## src/rtl/poly_rq_to_s3_stream.sv

```systemverilog
// poly_rq_to_s3_stream: two-stage stream decoder from W-bit Rq coefficients to 2-bit ternary codes
module poly_rq_to_s3_stream #(
  parameter int N = 701,
  parameter int W = 13,
  parameter int IDXW = 10
) (
  input  logic            clk,
  input  logic            rst_n,
  input  logic            in_valid,
  output logic            in_ready,
  input  logic [W-1:0]    in_data,
  input  logic            in_last,
  output logic            out_valid,
  input  logic            out_ready,
  output logic [1:0]      out_data,
  output logic [IDXW-1:0] out_idx,
  output logic            out_last,
  output logic            len_err
);
  localparam int ND = (W + 2) / 2;
  localparam int UW = 2 * ND;
  localparam int PW = $clog2(3 * ND + 1);
  localparam logic [IDXW-1:0] LAST_IDX = IDXW'(N - 1);
  logic s1_valid, s1_last, s2_ld, s1_ld, take, at_end, wrap;
  logic [PW-1:0] s1_p, p;
  logic [IDXW-1:0] s1_idx, cnt;
  logic [UW-1:0] u;
  logic [1:0] m;
  assign s2_ld = !out_valid || out_ready;
  assign s1_ld = !s1_valid || s2_ld;
  assign in_ready = s1_ld;
  assign take = in_valid && s1_ld;
  assign at_end = cnt == LAST_IDX;
  assign wrap = in_last || at_end;
  assign u = UW'($signed(in_data)) + UW'(3 << (W - 1));
  assign m = 2'(s1_p % PW'(3));
  // offset makes the value nonnegative; base-4 digits each weigh 1 mod 3, so their sum keeps the residue
  always_comb begin
    p = '0;
    for (int i = 0; i < ND; i++) p = p + PW'(u[2*i +: 2]);
  end
  // S1: accept a beat, register the folded residue with its index and framing flag
  always_ff @(posedge clk or negedge rst_n)
    if (!rst_n) begin
      s1_valid <= 1'b0;
      s1_p <= '0;
      s1_idx <= '0;
      s1_last <= 1'b0;
      cnt <= '0;
      len_err <= 1'b0;
    end else begin
      if (s1_ld) s1_valid <= in_valid;
      if (take) begin
        s1_p <= p;
        s1_idx <= cnt;
        s1_last <= wrap;
        cnt <= wrap ? '0 : cnt + IDXW'(1);
        len_err <= len_err || (in_last != at_end);
      end
    end
  // S2: final mod 3 and ternary encoding, held while downstream stalls
  always_ff @(posedge clk or negedge rst_n)
    if (!rst_n) begin
      out_valid <= 1'b0;
      out_data <= 2'b00;
      out_idx <= '0;
      out_last <= 1'b0;
    end else if (s2_ld) begin
      out_valid <= s1_valid;
      if (s1_valid) begin
        out_data <= m[1] ? 2'b11 : {1'b0, m[0]};
        out_idx <= s1_idx;
        out_last <= s1_last;
      end
    end
endmodule
```

## config.mk

```make
export PLATFORM = sky130hd
export DESIGN_NAME = poly_rq_to_s3_stream
export DESIGN_NICKNAME = d
export VERILOG_FILES = /design/src/rtl/poly_rq_to_s3_stream.sv
export SDC_FILE = /design/constraint.sdc
export NUM_CORES = 1
export LEC_CHECK = 0
export ABC_AREA = 0
export BUFFER_PORTS_ARGS = -buffer_cell sky130_fd_sc_hd__clkbuf_2
export CAP_MARGIN = 30
export CELL_PAD_IN_SITES_DETAIL_PLACEMENT = 0
export CELL_PAD_IN_SITES_GLOBAL_PLACEMENT = 1
export CORE_ASPECT_RATIO = 1.2
export CORE_MARGIN = 2
export CORE_UTILIZATION = 39
export DETAILED_ROUTE_END_ITERATION = 6
export GPL_TIMING_DRIVEN = 0
export MAX_ROUTING_LAYER = met4
export PLACE_DENSITY = 0.79
export SYNTH_ARGS = -nofsm -noshare
export SYNTH_HDL_FRONTEND = slang
export SYNTH_SLANG_ARGS = --single-unit
```

## constraint.sdc

```tcl
create_clock -name clk -period 3 [get_ports clk]
set_input_delay 0.9 -clock clk [delete_from_list [all_inputs] [get_ports clk]]
set_output_delay 0.9 -clock clk [all_outputs]
set_load 0.01 [all_outputs]
```

==> flow_summary.yaml <==
timing:
  fin_crit_sh_pct: 106.6
  hold_slack_ns: 0.4600
  relSlewSlack_pct: 68.44
  fin_skew_ns: 0.007543
  finalMaxSlewViolations: 0
  fmax_mhz: 312.6
  rsz0062_at_grt: "true"
  setup_viol: 2
  setup-tns-final_ns: -0.3626
  period_needed_ns: 3.199
  post-route-worst-setup-slack_ns: -0.1991
  hold_viol_final: 0
  worst_pin_slew_ns: 0.4734
clock_tree:
  cts.sinks: 42
  clockBufferDepth: 2
  htree_levels: 2
  numCtsBuffers: 5
  clk-insertion-delay-late_ns: 0.29
  root_buffer: "clkbuf_8"
  post-cts-setup-buffers: 0
  cts_hold_buf: 0
  path_clk_slew_ns: 0.08
  cts_tree: "done"
logic_synthesis:
  yosysWarnings: 0
  synthAdderAreaFrac_pct: 12.56
  ys_types: 39
  synth_compound_area_share_pct: 14.08
  synth_nets: 237
  syn_area_um2: 2231
  async_flop_share_pct: 100.0
  synth-simple-area-share_pct: 12.06
  synth_edf_count: 0
  synthMuxAreaShare_pct: 9.086
  synth_area_leader_cell: "dfrtp_1"
  synth.avg_cell_area_um2: 11.04
  synthTopCellsByArea: "dfrtp_1 (47%), mux2_2 (9.1%), fa_1 (8.1%)"
  synth-seq-cells: 42
  synth_top_family_by_area: "compound AO/OA/AOI/OAI gates"
  synth_top_area_share_pct: 47.11
  syn_inst: 202
  synth_xor_area_share_pct: 0.7852
  ys_seq_area_share_pct: 47.11
  yosys_most_used_dff: "dfrtp_1"
place:
  place_ws_ns: -0.4995
  dpl.cell_count: 300
  place_hpwl_um: 2971
  portBuffers: 33
  place_congestion: 0.8020
cells_and_area:
  area.growth.synth_to_final_pct: 17.84
  drive_above_1_share_pct: 29.51
  layout_commonest_cell: "dfrtp_1"
  postLayoutCoreUtil_pct: 47.00
  fill_cells: 533
  final_cell_mix: "dfrtp_1 (42), clkbuf_2 (32), nand2_1 (28)"
  fin_nets: 278
  num_antenna_cells: 0
  fin_cells: 308
critical_path:
  r2r_setup_slack_ns: 0.64
  worst_ep_required_time_ns: 3.16
  start_kind: "input port"
  crit_type: "input port to register"
  crit_path_end: "s1_p[3]$_DFFE_PN0P_"
  path_max_fanout: 2
  end_kind: "register"
  reg2reg_depth: 10
  critPathLaunch: "in_data[5]"
  rr_endpoint: "out_data[1]$_DFFE_PN0P_"
  cp.arrival_ns: 3.36
  r2r_start: "s1_p[3]$_DFFE_PN0P_"
routing:
  drc_errors: 0
  vias: 1558
  postRouteWirelength_um: 3911
  routed_via_density: 5.058
  wl_per_cell_um: 12.70
  antenna_left: 0
  drt-pass1-iter-count: 4
  drt_first_iter_violations: 98
global_routing:
  grt_pass1_vias: 1543
  grt-ovfl-total: 0
  grt_use_total_pct: 14.14
  grt_pass1_wl_um: 6865
  antenna_found_initial: 0
  grt_max_degree: 29
status:
  violations: "setup timing"
  status: "finished, violations left"
power_and_ir_drop:
  power_per_cell_area_nw_per_um2: 718.5
  vdd_ir_drop_max_uv: 308.9
  p_leak_nw: 1.315
floorplan:
  die_h_um: 86.85
  start_util_pct: 39.89
  dieArea_um2: 6344
  die_w_um: 73.04
  row_count: 30
  io_pins: 34
  core_area_um2: 5593
job:
  max-cap-violations: 0
worst_hold_path:
  hp-class: "register to register"
==> per-stage QoR <==
step	power [mW]	instance area (µm²)
after detailed placement	1.447	2501
after CTS	1.897	2611
after global placement	1.420	2481
after global routing	2.052	2629
after floorplan	1.273	2236
final	1.889	2629
==> per-layer routing <==
metal  GRT usage, %  routed length [µm]
met1          18.05                1779
met4          5.724                  97
met2          22.52                1946
met3          2.083                  88
met5              -                   0
==> area by class of cell <==
type                    instances  area (µm²)  area share, %
plain buffers                   5       21.27         0.8091
clock buffers                   6       72.57          2.761
clock inverters                 2       37.54          1.428
inverters                      20       75.07          2.856
multi-input cells             135        1100          41.84
flip-flops and latches         42        1051          39.98
well taps                      64       80.08          3.046
repair buffers                 34       191.4          7.282
==> state kept, by name (all words and copies together), names as in the netlist <==
name	flops
cnt	10
len_err	1
out_data	2
out_idx	10
out_last	1
out_valid	1
s1_idx	10
s1_last	1
s1_p	5
s1_valid	1
==> synthesized netlist by cell type, drive strengths merged, types with 3 or more instances <==
master and number:
a21o 7, nor3 3, dfrtp 42, fa 9, nand2 28, ha 8, nand2b 3, o21ai 15
inv 20, nor2 4, mux2 18, o31ai 6, clkbuf 3, nand3 6
==> critical path: stages <==
cell	delay, ns
buf_6	0.09
fa_1	0.54
fa_1	0.45
fa_1	0.54
ha_2	0.19
inv_2	0.04
fa_2	0.34
xnor2_2	0.13
nand2_1	0.07
o21ai_1	0.07
==> how the worst min path moves through the flow <==
stage                                  endpoint  cells past startpoint             startpoint  slack [ns]
after floorplan           s1_idx[9]$_DFFE_PN0P_                      2  s1_idx[9]$_DFFE_PN0P_        0.44
after global placement      len_err$_DFFE_PN0P_                      1    len_err$_DFFE_PN0P_        0.44
after detailed placement    len_err$_DFFE_PN0P_                      1    len_err$_DFFE_PN0P_        0.44
after CTS                   len_err$_DFFE_PN0P_                      1    len_err$_DFFE_PN0P_        0.46
after global routing        len_err$_DFFE_PN0P_                      1    len_err$_DFFE_PN0P_        0.47
final                       len_err$_DFFE_PN0P_                      1    len_err$_DFFE_PN0P_        0.46
==> report_power, final <==
group          internal (mW)  switching (mW)
combinational          0.350           0.354
sequential             0.660          0.0870
clock                  0.248           0.190
total                   1.26           0.631
==> logic make-up (layout without fill, tap and decap cells) <==
family	Yosys count	in the layout
flip-flops	42	42
buffers and inverters	25	67
AO/OA/AOI/OAI	42	42
AND/OR/NAND/NOR	56	56
adder cells (fa/ha/maj)	17	17
multiplexers	18	18
XOR/XNOR	2	2
==> timing repair <==
action / 4_1_cts / 5_1_grt
pin swaps: 0 / 1
hold endpoints to repair: 0 / 0
endpoints found under the setup margin: 2 / 2
resized for setup: 1 / 3
Power figures use the tool's default switching activity.
